===== config.mk =====
export PLATFORM = sky130hd
export DESIGN_NAME = pulse_rmw_sched
export DESIGN_NICKNAME = d
export VERILOG_FILES = /design/src/rtl/pulse_sched_pkg.sv /design/src/rtl/fp32_adder.sv /design/src/rtl/pulse_base_fifo.sv /design/src/rtl/pulse_rmw_sched.sv
export SDC_FILE = /design/constraint.sdc
export NUM_CORES = 1
export LEC_CHECK = 0
export ABC_AREA = 1
export CAP_MARGIN = 5
export CORE_MARGIN = 3
export CORE_UTILIZATION = 55
export CTS_CLUSTER_DIAMETER = 100
export DETAILED_ROUTE_END_ITERATION = 10
export DONT_BUFFER_PORTS = 1
export PLACE_DENSITY = 0.73
export SLEW_MARGIN = 10
export SYNTH_ARGS = -nofsm -noshare
export SYNTH_HDL_FRONTEND = slang
export SYNTH_HIERARCHICAL = 1
export SYNTH_SLANG_ARGS = --single-unit

===== constraint.sdc =====
create_clock -name clk -period 17.6 [get_ports clk]
set_input_delay 1.76 -clock clk [delete_from_list [all_inputs] [get_ports clk]]
set_output_delay 1.76 -clock clk [all_outputs]
set_load 0.02 [all_outputs]

===== src/rtl/pulse_sched_pkg.sv =====
// rtl/pulse_sched_pkg.sv - shared types and constants for the pulse BRAM scheduler
//
// Holds the scheduler state encoding, the arbitration class encoding, the
// default template length and the word-to-byte address stride.
package pulse_sched_pkg;

  localparam int TPL_LEN_DEF = 50;
  localparam int BYTE_STRIDE = 4;

  typedef enum logic [2:0] {
    ST_IDLE     = 3'd0,
    ST_INJ_RD   = 3'd1,
    ST_INJ_WAIT = 3'd2,
    ST_INJ_WR   = 3'd3,
    ST_DRN_RD   = 3'd4,
    ST_DRN_WAIT = 3'd5,
    ST_DRN_CLR  = 3'd6
  } sched_state_t;

  // Requester classes sharing the BRAM port.
  typedef enum logic {
    CLS_INJ   = 1'b0,
    CLS_DRAIN = 1'b1
  } arb_class_t;

endpackage


===== src/rtl/fp32_adder.sv =====
// rtl/fp32_adder.sv - combinational IEEE-754 single-precision adder
//
// Ports:
//   a, b : 32-bit operands
//   y    : a + b, round-to-nearest-even
// Subnormal inputs are treated as zero and underflowing results flush to
// zero; an infinite/NaN operand of the larger magnitude is passed through.
module fp32_adder (
  input  logic [31:0] a,
  input  logic [31:0] b,
  output logic [31:0] y
);

  logic [31:0]       l_op;
  logic [31:0]       s_op;
  logic [7:0]        el;
  logic [7:0]        es;
  logic [23:0]       ml;
  logic [23:0]       ms;
  logic [7:0]        ediff;
  logic [26:0]       ml_x;
  logic [26:0]       ms_x;
  logic [26:0]       ms_sh;
  logic              sticky;
  logic [27:0]       sum;
  logic [4:0]        lz;
  logic [27:0]       norm_sh;
  logic              round_up;
  logic [24:0]       rnd;
  logic [22:0]       mant;
  logic signed [9:0] e_fin;

  always_comb begin
    // Order operands by magnitude so alignment only ever shifts the smaller one.
    if (a[30:0] >= b[30:0]) begin
      l_op = a;
      s_op = b;
    end else begin
      l_op = b;
      s_op = a;
    end
    el    = l_op[30:23];
    es    = s_op[30:23];
    ml    = (el == 8'd0) ? 24'd0 : {1'b1, l_op[22:0]};
    ms    = (es == 8'd0) ? 24'd0 : {1'b1, s_op[22:0]};
    ediff = el - es;
    ml_x  = {ml, 3'b000};
    ms_x  = {ms, 3'b000};

    // Three extra low bits carry guard/round, bit 0 also collects sticky.
    if (ediff > 8'd26) begin
      ms_sh  = 27'd0;
      sticky = |ms_x;
    end else begin
      ms_sh  = ms_x >> ediff;
      sticky = |(ms_x & ~({27{1'b1}} << ediff));
    end
    ms_sh[0] = ms_sh[0] | sticky;

    if (l_op[31] ^ s_op[31]) begin
      sum = {1'b0, ml_x} - {1'b0, ms_sh};
    end else begin
      sum = {1'b0, ml_x} + {1'b0, ms_sh};
    end

    lz = 5'd0;
    for (int k = 0; k < 28; k++) begin
      if (sum[k]) begin
        lz = 5'(27 - k);
      end
    end

    // Leading one lands on bit 27: [27:4] significand, [3] guard, [2:0] sticky.
    norm_sh  = sum << lz;
    round_up = norm_sh[3] & ((|norm_sh[2:0]) | norm_sh[4]);
    rnd      = {1'b0, norm_sh[27:4]} + {24'd0, round_up};
    mant     = rnd[24] ? rnd[23:1] : rnd[22:0];
    e_fin    = $signed({2'b00, el}) + 10'sd1 - $signed({5'b00000, lz})
             + $signed({9'd0, rnd[24]});

    if (el == 8'hFF) begin
      y = l_op;
    end else if (sum == 28'd0) begin
      y = 32'd0;
    end else if (e_fin <= 10'sd0) begin
      y = 32'd0;
    end else if (e_fin >= 10'sd255) begin
      y = {l_op[31], 8'hFF, 23'd0};
    end else begin
      y = {l_op[31], e_fin[7:0], mant};
    end
  end

endmodule


===== src/rtl/pulse_base_fifo.sv =====
// rtl/pulse_base_fifo.sv - pending pulse base-index queue
//
// Ports:
//   clk, rst_n  : clock, asynchronous active-low reset
//   push, din   : write din when accepted (not full, or popping this cycle)
//   pop         : retire the head entry (ignored when empty)
//   dout        : head entry, combinational from storage
//   full, empty : registered from the occupancy count
module pulse_base_fifo #(
  parameter int DEPTH = 8,
  parameter int W     = 10
) (
  input  logic         clk,
  input  logic         rst_n,
  input  logic         push,
  input  logic [W-1:0] din,
  input  logic         pop,
  output logic [W-1:0] dout,
  output logic         full,
  output logic         empty
);

  localparam int PTR_W = $clog2(DEPTH);

  logic [PTR_W-1:0] wr_ptr_q, wr_ptr_d;
  logic [PTR_W-1:0] rd_ptr_q, rd_ptr_d;
  logic [PTR_W:0]   count_q, count_d;
  logic             full_q, full_d;
  logic             empty_q, empty_d;
  logic             pop_ok;
  logic             push_ok;
  logic [W-1:0]     mem_q [DEPTH];

  always_comb begin
    pop_ok   = pop & ~empty_q;
    // A push into a full queue is fine when the head leaves in the same cycle.
    push_ok  = push & (~full_q | pop_ok);
    wr_ptr_d = wr_ptr_q;
    rd_ptr_d = rd_ptr_q;
    count_d  = count_q;
    if (push_ok) begin
      wr_ptr_d = wr_ptr_q + PTR_W'(1);
    end
    if (pop_ok) begin
      rd_ptr_d = rd_ptr_q + PTR_W'(1);
    end
    case ({push_ok, pop_ok})
      2'b10:   count_d = count_q + (PTR_W+1)'(1);
      2'b01:   count_d = count_q - (PTR_W+1)'(1);
      default: count_d = count_q;
    endcase
    full_d  = (count_d == (PTR_W+1)'(DEPTH));
    empty_d = (count_d == '0);
  end

  always_ff @(posedge clk or negedge rst_n) begin
    if (!rst_n) begin
      wr_ptr_q <= '0;
      rd_ptr_q <= '0;
      count_q  <= '0;
      full_q   <= 1'b0;
      empty_q  <= 1'b1;
    end else begin
      wr_ptr_q <= wr_ptr_d;
      rd_ptr_q <= rd_ptr_d;
      count_q  <= count_d;
      full_q   <= full_d;
      empty_q  <= empty_d;
    end
  end

  // Storage needs no reset: entries are only read behind the count.
  always_ff @(posedge clk) begin
    if (push_ok) begin
      mem_q[wr_ptr_q] <= din;
    end
  end

  assign dout  = mem_q[rd_ptr_q];
  assign full  = full_q;
  assign empty = empty_q;

endmodule


===== src/rtl/pulse_rmw_sched.sv =====
// rtl/pulse_rmw_sched.sv - pulse BRAM read-modify-write sequencer and drain arbiter
//
// Queues pulse-injection requests and adds a TPL_LEN-word fp32 template into
// the accumulation BRAM at a circular base index, one word per RD/WAIT/WR
// triple. Shares the single BRAM port round-robin with a word readout (drain)
// requester; arbitration happens only in IDLE so a template is never split.
//
// Build option: define DRAIN_CLEAR_EN to zero each drained word (read-and-clear).
//
// Ports:
//   clk, rst_n               : clock, asynchronous active-low reset
//   pulse_req, pulse_base    : injection strobe and start word index
//   q_full, drop_cnt         : queue full flag, saturating dropped-pulse count
//   busy                     : FSM active or injections pending
//   drain_req, drain_idx     : readout request (level) and word index
//   drain_ack, drain_data    : one-cycle ack with the word read
//   tpl_idx, tpl_data        : template ROM index and its combinational data
//   bram_addr_pulse          : byte address (word index * 4)
//   bram_data_in_pulse       : write data (0 when not writing)
//   bram_we_pulse, ena_pulse : BRAM write enable and port enable
//   bram_data_out_pulse      : BRAM read data, one cycle after an enabled read
module pulse_rmw_sched
  import pulse_sched_pkg::*;
#(
  parameter int TPL_LEN   = TPL_LEN_DEF,
  parameter int BUF_WORDS = 1024,
  parameter int IDX_W     = 10,
  parameter int Q_DEPTH   = 8
) (
  input  logic             clk,
  input  logic             rst_n,
  input  logic             pulse_req,
  input  logic [IDX_W-1:0] pulse_base,
  output logic             q_full,
  output logic [15:0]      drop_cnt,
  output logic             busy,
  input  logic             drain_req,
  input  logic [IDX_W-1:0] drain_idx,
  output logic             drain_ack,
  output logic [31:0]      drain_data,
  output logic [5:0]       tpl_idx,
  input  logic [31:0]      tpl_data,
  output logic [31:0]      bram_addr_pulse,
  output logic [31:0]      bram_data_in_pulse,
  output logic             bram_we_pulse,
  output logic             ena_pulse,
  input  logic [31:0]      bram_data_out_pulse
);

  sched_state_t     state_q, state_d;
  arb_class_t       rr_last_q, rr_last_d;
  logic [5:0]       i_q, i_d;
  logic [15:0]      drop_cnt_q, drop_cnt_d;
  logic             drain_ack_q, drain_ack_d;
  logic [31:0]      drain_data_q, drain_data_d;

  logic             fifo_full;
  logic             fifo_empty;
  logic [IDX_W-1:0] head_base;
  logic             pop;
  logic             push_ok;
  logic             inj_pend;
  logic             drn_pend;
  logic [IDX_W-1:0] inj_idx;
  logic [IDX_W-1:0] addr_idx;
  logic [31:0]      add_sum;

  pulse_base_fifo #(
    .DEPTH (Q_DEPTH),
    .W     (IDX_W)
  ) u_fifo (
    .clk   (clk),
    .rst_n (rst_n),
    .push  (push_ok),
    .din   (pulse_base),
    .pop   (pop),
    .dout  (head_base),
    .full  (fifo_full),
    .empty (fifo_empty)
  );

  fp32_adder u_add (
    .a (bram_data_out_pulse),
    .b (tpl_data),
    .y (add_sum)
  );

  // The head entry stays in the queue for the whole template, so its base
  // is read directly; IDX_W-bit addition wraps at BUF_WORDS.
  assign inj_idx = head_base + IDX_W'(i_q);

  // While the ack is up the requester has not yet dropped drain_req; ignore it.
  assign drn_pend = drain_req & ~drain_ack_q;
  assign inj_pend = ~fifo_empty;

  always_comb begin
    state_d            = state_q;
    rr_last_d          = rr_last_q;
    i_d                = i_q;
    drain_ack_d        = 1'b0;
    drain_data_d       = drain_data_q;
    pop                = 1'b0;
    ena_pulse          = 1'b0;
    bram_we_pulse      = 1'b0;
    bram_data_in_pulse = 32'd0;
    addr_idx           = '0;

    case (state_q)
      ST_IDLE: begin
        if (inj_pend && (!drn_pend || rr_last_q == CLS_DRAIN)) begin
          state_d   = ST_INJ_RD;
          rr_last_d = CLS_INJ;
          i_d       = 6'd0;
        end else if (drn_pend) begin
          state_d   = ST_DRN_RD;
          rr_last_d = CLS_DRAIN;
        end
      end
      ST_INJ_RD: begin
        ena_pulse = 1'b1;
        addr_idx  = inj_idx;
        state_d   = ST_INJ_WAIT;
      end
      ST_INJ_WAIT: begin
        addr_idx = inj_idx;
        state_d  = ST_INJ_WR;
      end
      ST_INJ_WR: begin
        ena_pulse          = 1'b1;
        bram_we_pulse      = 1'b1;
        addr_idx           = inj_idx;
        bram_data_in_pulse = add_sum;
        if (i_q == 6'(TPL_LEN - 1)) begin
          // i_q is left at the last sample so tpl_idx holds while idle.
          pop     = 1'b1;
          state_d = ST_IDLE;
        end else begin
          i_d     = i_q + 6'd1;
          state_d = ST_INJ_RD;
        end
      end
      ST_DRN_RD: begin
        ena_pulse = 1'b1;
        addr_idx  = drain_idx;
        state_d   = ST_DRN_WAIT;
      end
      ST_DRN_WAIT: begin
        addr_idx     = drain_idx;
        drain_data_d = bram_data_out_pulse;
        drain_ack_d  = 1'b1;
`ifdef DRAIN_CLEAR_EN
        state_d      = ST_DRN_CLR;
`else
        state_d      = ST_IDLE;
`endif
      end
`ifdef DRAIN_CLEAR_EN
      ST_DRN_CLR: begin
        ena_pulse     = 1'b1;
        bram_we_pulse = 1'b1;
        addr_idx      = drain_idx;
        state_d       = ST_IDLE;
      end
`endif
      default: begin
        state_d = ST_IDLE;
      end
    endcase
  end

  // Queue admission and dropped-pulse accounting.
  always_comb begin
    push_ok    = pulse_req & (~fifo_full | pop);
    drop_cnt_d = drop_cnt_q;
    if (pulse_req && !push_ok && drop_cnt_q != 16'hFFFF) begin
      drop_cnt_d = drop_cnt_q + 16'd1;
    end
  end

  always_ff @(posedge clk or negedge rst_n) begin
    if (!rst_n) begin
      state_q      <= ST_IDLE;
      rr_last_q    <= CLS_DRAIN;
      i_q          <= 6'd0;
      drop_cnt_q   <= 16'd0;
      drain_ack_q  <= 1'b0;
      drain_data_q <= 32'd0;
    end else begin
      state_q      <= state_d;
      rr_last_q    <= rr_last_d;
      i_q          <= i_d;
      drop_cnt_q   <= drop_cnt_d;
      drain_ack_q  <= drain_ack_d;
      drain_data_q <= drain_data_d;
    end
  end

  // Outside IDLE only the issuing states place an address on the port.
  assign bram_addr_pulse = ena_pulse ? 32'(addr_idx) * BYTE_STRIDE : 32'd0;
  assign tpl_idx         = i_q;
  assign q_full          = fifo_full;
  assign drop_cnt        = drop_cnt_q;
  assign busy            = (state_q != ST_IDLE) | ~fifo_empty;
  assign drain_ack       = drain_ack_q;
  assign drain_data      = drain_data_q;

endmodule

# Yosys cells after proc, flatten, opt, wreduce, memory -nomap -nowiden
# Memories as Yosys holds them, arrays and structs flattened.
# Index checks and enable logic that the tools add are counted.
# Widths: inputs -> output; s select.
dict set report op_classes {
  n_shift 3
  bitwise 16
  add_sub_neg 14
  reduce_logical 22
  eq_ne 14
  magnitude_cmp 4
  muxes 60
}
# operator count
set op_table {}
lappend op_table {{$mux 32} 6}
lappend op_table {{$mux 5} 28}
lappend op_table {{$mux 24} 2}
lappend op_table {{$ge 31x31->1} 1}
lappend op_table {{$mux 31} 1}
lappend op_table {{$add 27x27->28} 1}
lappend op_table {{$logic_not 28->1} 1}
lappend op_table {{$mux 28} 1}
lappend op_table {{$shl 28x5->28} 1}
lappend op_table {{$sub 27x27->28} 1}
lappend op_table {{$and 27x27->27} 1}
lappend op_table {{$mux 27} 1}
lappend op_table {{$not 27->27} 1}
lappend op_table {{$reduce_or 27->1} 1}
lappend op_table {{$shl 27x8->27 const A} 1}
lappend op_table {{$shr 27x8->27} 1}
lappend op_table {{$add 24x1->25} 1}
lappend op_table {{$reduce_or 24->1} 1}
lappend op_table {{$mux 23} 1}
lappend op_table {{$pmux 10 s2} 1}
lappend op_table {{$add 16x1->16 const B} 1}
lappend op_table {{$logic_not 8->1} 2}
lappend op_table {{$ne 16x16->1 const B} 1}
lappend op_table {{$pmux 3 s5} 1}
lappend op_table {{other kinds (43)} 75}
dict set report totals {
  mem_bits_rw 80
  register_bits 71
  n_memories 1
  output_inout_bits 123
  word_cells 145
  in_bits 88
}
# memory words width read_ports rd_clocked_by_memory_dff wr line_no
set mem_list {}
lappend mem_list {u_fifo.mem_q 8 10 1 0 1 pulse_base_fifo.sv:32} ;# logic [W-1:0] mem_q [DEPTH];

# Depth between registers and ports, before layout
dict set report depth {
  word_depth 51
  mapped_depth 99
  ltp_nobuf 98
}

# Hierarchy
# Netlist, hierarchy kept.
# module area_each_um2 cells_each seq_area_each_um2 n_inst
set by_module_without_submodules {}
lappend by_module_without_submodules {fp32_adder 10910.5 2073 0.0 1}
lappend by_module_without_submodules {pulse_base_fifo 3831.2 325 2703.8 1}
lappend by_module_without_submodules {pulse_rmw_sched 3739.8 526 1477.7 1}

# Least setup slack after synthesis
# No wires, ideal clock.
dict set report synth_timing {
  path_type {input-to-output}
  startpoint {input tpl_data[26]}
  endpoint {output bram_data_in_pulse[13]}
  arrival_time_ns 12.030
  path_stages 92
  n_path_buf 5
  t_required_ns 15.840
  slack_ns 3.810
  path_cell_list {inv_1 ha_1 nand2_1 inv_2 nand2_1 nand2_1 a21oi_1 nand2_1 nor2_4 buf_4 nand3_1 nand2_1 nand2_2 ha_1 inv_1 nand2_1 nand2_1 nand3_1 (+56 left out) and2_1 inv_1 a21oi_1 o21ai_0 a21oi_1 nor2_1 nor2_1 xor2_1 nand2_1 nand2_1 a21oi_1 nand2_1 nor2_1 clkbuf_4 nand2_1 o22ai_1 inv_1 nor2_1}
}
dict set report synth_between {
  elab_chain_len 51
  word_cells_on_any_way 68
  cone_classes {add/sub (7); order compare (4); eq/ne (1); shift (3); mux (41); bitwise (6); reduce/logical (6)}
}
# element line_no
set synth_lines {}
lappend synth_lines {{start: declaration} pulse_rmw_sched.sv:42} ;# input logic [31:0] tpl_data,
lappend synth_lines {{$ge 31x31->1} fp32_adder.sv:35} ;# if (a[30:0] >= b[30:0]) begin
lappend synth_lines {{$mux 32} fp32_adder.sv:35}
lappend synth_lines {{$sub 8x8->8} fp32_adder.sv:46} ;# ediff = el - es;
lappend synth_lines {{$shl 27x8->27} fp32_adder.sv:56} ;# sticky = |(ms_x & ~({27{1'b1}} << ediff));
lappend synth_lines {{$not 27->27} fp32_adder.sv:56}
lappend synth_lines {{$and 27x27->27} fp32_adder.sv:56}
lappend synth_lines {{$reduce_or 27->1} fp32_adder.sv:56}
lappend synth_lines {{$mux 1} fp32_adder.sv:51} ;# if (ediff > 8'd26) begin
lappend synth_lines {{(+36 left out)} --}
lappend synth_lines {{$add 10x2->10} fp32_adder.sv:79} ;# + $signed({9'd0, rnd[24]});
lappend synth_lines {{$ge 10x9->1} fp32_adder.sv:87} ;# end else if (e_fin >= 10'sd255) begin
lappend synth_lines {{$mux 31} fp32_adder.sv:87}
lappend synth_lines {{$mux 32} fp32_adder.sv:85} ;# end else if (e_fin <= 10'sd0) begin
lappend synth_lines {{$mux 32} fp32_adder.sv:83} ;# end else if (sum == 28'd0) begin
lappend synth_lines {{$mux 32 (*)} fp32_adder.sv:81} ;# if (el == 8'hFF) begin
lappend synth_lines {{via add_sum[13]} pulse_rmw_sched.sv:66} ;# logic [31:0] add_sum;
lappend synth_lines {{$mux 32 (*)} pulse_rmw_sched.sv:108} ;# case (state_q)
lappend synth_lines {{end: declaration} pulse_rmw_sched.sv:44} ;# output logic [31:0] bram_data_in_pulse,
# The timed path passes the listed nets; every way through them passes the cells marked *.

# Worst setup path in the final report
dict set report layout_timing {
  startpoint {input tpl_data[26]}
  endpoint {output bram_data_in_pulse[5]}
}
# The elaborated chain is that of the path after synthesis.

==> reports/summary.txt <==
Total number of placement rows - 66
Number of CTS-inserted buffers - 17
Number of warnings reported in the yosys synthesis log - 6
Async set or reset register ratio after synthesis - 47.0%
Leakage power summed over all cells - 9.42 nW
CTS tree - built
Critical Setup Path Class - in2out
Critical path fanouts, max - 24
Via density - 5.78
Sequential area share after synthesis - 22.6%
Smallest hold slack - 572 ps
Total overflow reported by the global router - 0
Routed len/inst - 18.8 um
Total half-perimeter wirelength after legalization and detailed placement - 50300 um
Share of post-route cells with drive strength above 1 - 11.1%
Slew Limit Headroom - 25.3%
Area occupied by multi-input gates - 0.0121 mm2
Power Density - 105 mW/mm2
Hold-fix buffers at CTS - 0
Critical path data arrival time - 14560 ps
Floorplan Core Area - 0.0329 mm2
Highest clock frequency the design can meet - 61.3 MHz
Number of antenna violations at the first check in global routing - 2
I/O pin total - 211
Final RePlAce weighted congestion - 1.02
Max cap viols - 0
Kind of capture point of the worst setup path - output pin
Final Max Slew Viols - 0
Share of the clock period used by the worst path - 92.7%
Storage element area - 0.00418 mm2
Number of global-route vias before repair - 17500
Fin worst setup slack - 1280 ps
Final hold violation count - 0
Clk pin slew, worst setup/hold paths - 70 ps
TNS Setup - 0 ps
Die span in y - 189 um
Maximum number of buffers from clock root to sink - 2
Total routing usage reported by global routing - 34.1%
Mean instance size in the synthesized netlist - 6.32 um2
Fill cell instance count of the final layout - 3302
Post-route core utilization - 58.0%
Maximum number of pins on one net before global-route repair - 72
Wire length of the first global-routing pass - 97500 um
Via total after detailed routing - 19300
Required @ worst endpoint - 15840 ps
Crit-path most repeated cell - nand2_1
Critical path's largest stage delay - 390 ps
Post-detailed-route DRC marker count - 0
Chip width - 189 um
Slew at the pin closest to its max-slew limit - 1120 ps
Pre-antenna DRT Iters - 6
Count of different cell masters after synthesis - 72
Summed instance area of the synthesized netlist - 0.0185 mm2
Setup skew after layout - 9.89 ps
Initial DRC Count - 1954
Clock latency on the worst-skew pair - 420 ps
Post-synthesis register bit count - 151
Starting density of the core - 56.2%
Quantity of I/O buffers inserted on ports - 0
CP top delay family - simple AND/OR/NAND/NOR gates
Number of buffers and inverters on the critical path - 15
Setup repair after global routing missed its margin - no
Wire length reported by the detailed router - 62600 um
Peak supply drop - 0.0702 mV
Shortest clock period the worst path allows after layout - 16320 ps
CTS Sinks - 151
Master cell of the clock root buffer - clkbuf_16
DP Worst Slack - 1410 ps
Number of enable-type register cells in the synthesized netlist - 80
Antenna diode instance count - 0
Class of the tightest hold or removal check - reg2reg
CTS HTree Levels - 4
Total of endpoints with negative setup slack in the final report - 0
Area Overhead vs Synth - 3.13%
Launching element type of the critical path - primary input
Run status - complete, no violations
Flip-flop cell with the highest count after synthesis - edfxtp_1
Final #Nets - 3081
Floorplan die area - 0.0358 mm2
Setup slack of the most critical reg-to-reg path - 13810 ps
Detail Route Antenna Nets - 0
Cell type of the slowest stage on the worst timing path - ha_1
Number of instances in the synthesized netlist - 2924
-- worst register-to-register path, stage by stage, from the launching register on --
cell     delay (ps)
dfrtp_1         440
inv_2           120
nand3_2         630
nor2_2          550
nor2_2          100
nor2_1          250
nand2_2         150
or2_1           300
nor2_1          860
-- sequential cells by signal (all words and copies together), names as in the netlist --
signal and flops:
u_fifo/rd_ptr_q 3, state_q 3, rr_last_q 1, u_fifo/mem_q 80
u_fifo/count_q 4, tpl_idx 6, u_fifo/wr_ptr_q 3, drain_data 32
drain_ack 1, u_fifo/full 1, u_fifo/empty 1, drop_cnt 16
-- layout by cell type, fill, tap and decap left out, types with 4 or more instances in the layout --
master,instances
nor3_1,22
inv_2,35
clkbuf_16,17
a21oi_2,9
nand2_4,19
nand3_1,331
dfrtp_1,69
a31oi_1,25
buf_4,40
fa_1,4
clkinv_1,9
xor2_1,32
edfxtp_1,80
nand4_1,31
nand2_1,890
or2_2,15
xnor2_1,15
inv_6,6
conb_1,22
nand2_2,60
nor2_1,287
a21oi_1,124
inv_4,7
o21ai_1,48
a21boi_2,4
nand3_2,29
nor2_4,11
o21ai_0,113
inv_1,310
nor2_2,19
nand3b_1,16
ha_1,110
o21ai_2,19
o22ai_1,6
-- cells in the mapped netlist (all sizes together) (33+ instances only) --
cell type	count	area (um2)
a21oi	133	699
buf	99	858
dfrtp	69	1730
edfxtp	80	2400
ha	110	1380
inv	350	1330
nand2	971	3940
nand3	362	1980
nand4	33	219
nor2	318	1350
o21ai	180	972
xor2	33	297
-- what timing repair did --
action	4_1_cts	5_1_grt
endpoints found under the setup margin	0	23
buffers inserted	0	0
endpoints found under the hold margin	0	0
resized for setup	0	6
-- per-stage QoR --
stage               total power [mW]  cells  cell area, um2
floorplan                       1.37   2945           18600
global placement                1.60   3301           18400
detailed placement              1.61   3301           18400
CTS                             1.97   3333           19000
global route                    2.16   3334           19100
finish                          2.00   3334           19100
-- metal layers --
layer | routed length (um) | global-route usage, % | vias up
met2 | 28100 | 54.9 | 916
li1 | - | - | 9343
met3 | 6200 | 6.57 | 111
met4 | 1790 | 9.38 | 0
met1 | 26500 | 46.9 | 8904
met5 | 0 | 0 | -
-- worst paths after layout --
check                      cells after the start               start                     to
max reg2reg                                    8          state_q[2]     u_fifo/mem_q[2][9]
min reg2reg                                    2  u_fifo/wr_ptr_q[0]     u_fifo/wr_ptr_q[0]
max                                           90        tpl_data[26]  bram_data_in_pulse[5]
min in group asynchronous                      0               rst_n           drop_cnt[11]
min                                            2  u_fifo/wr_ptr_q[0]     u_fifo/wr_ptr_q[0]
max in group asynchronous                      0               rst_n           u_fifo/empty
-- report_power, final --
group          internal, mW  switching (mW)
logic                 0.354           0.823
clock network         0.203           0.155
registers             0.423          0.0417
-- logic make-up after synthesis --
group                      Yosys count  synth area share (%)
and+or+nand+nor                   1753                  43.0
buffers and inverters              485                  12.6
AOI/OAI and AO/OA                  372                  11.5
DFF                                151                  22.6
adders and majority gates          114                  7.88
xor gates and xnor gates            48                  2.32
other                                1                0.0203
-- final cells by class --
type / count / share of cell area, %
inverters: 359 / 7.15
clock inverters: 14 / 0.722
clock buffers: 18 / 2.30
well taps: 442 / 2.90
repair buffers: 40 / 1.58
flip-flops and latches: 151 / 21.9
multi-input cells: 2310 / 63.4
No activity file was read; power rests on OpenSTA's default activity.
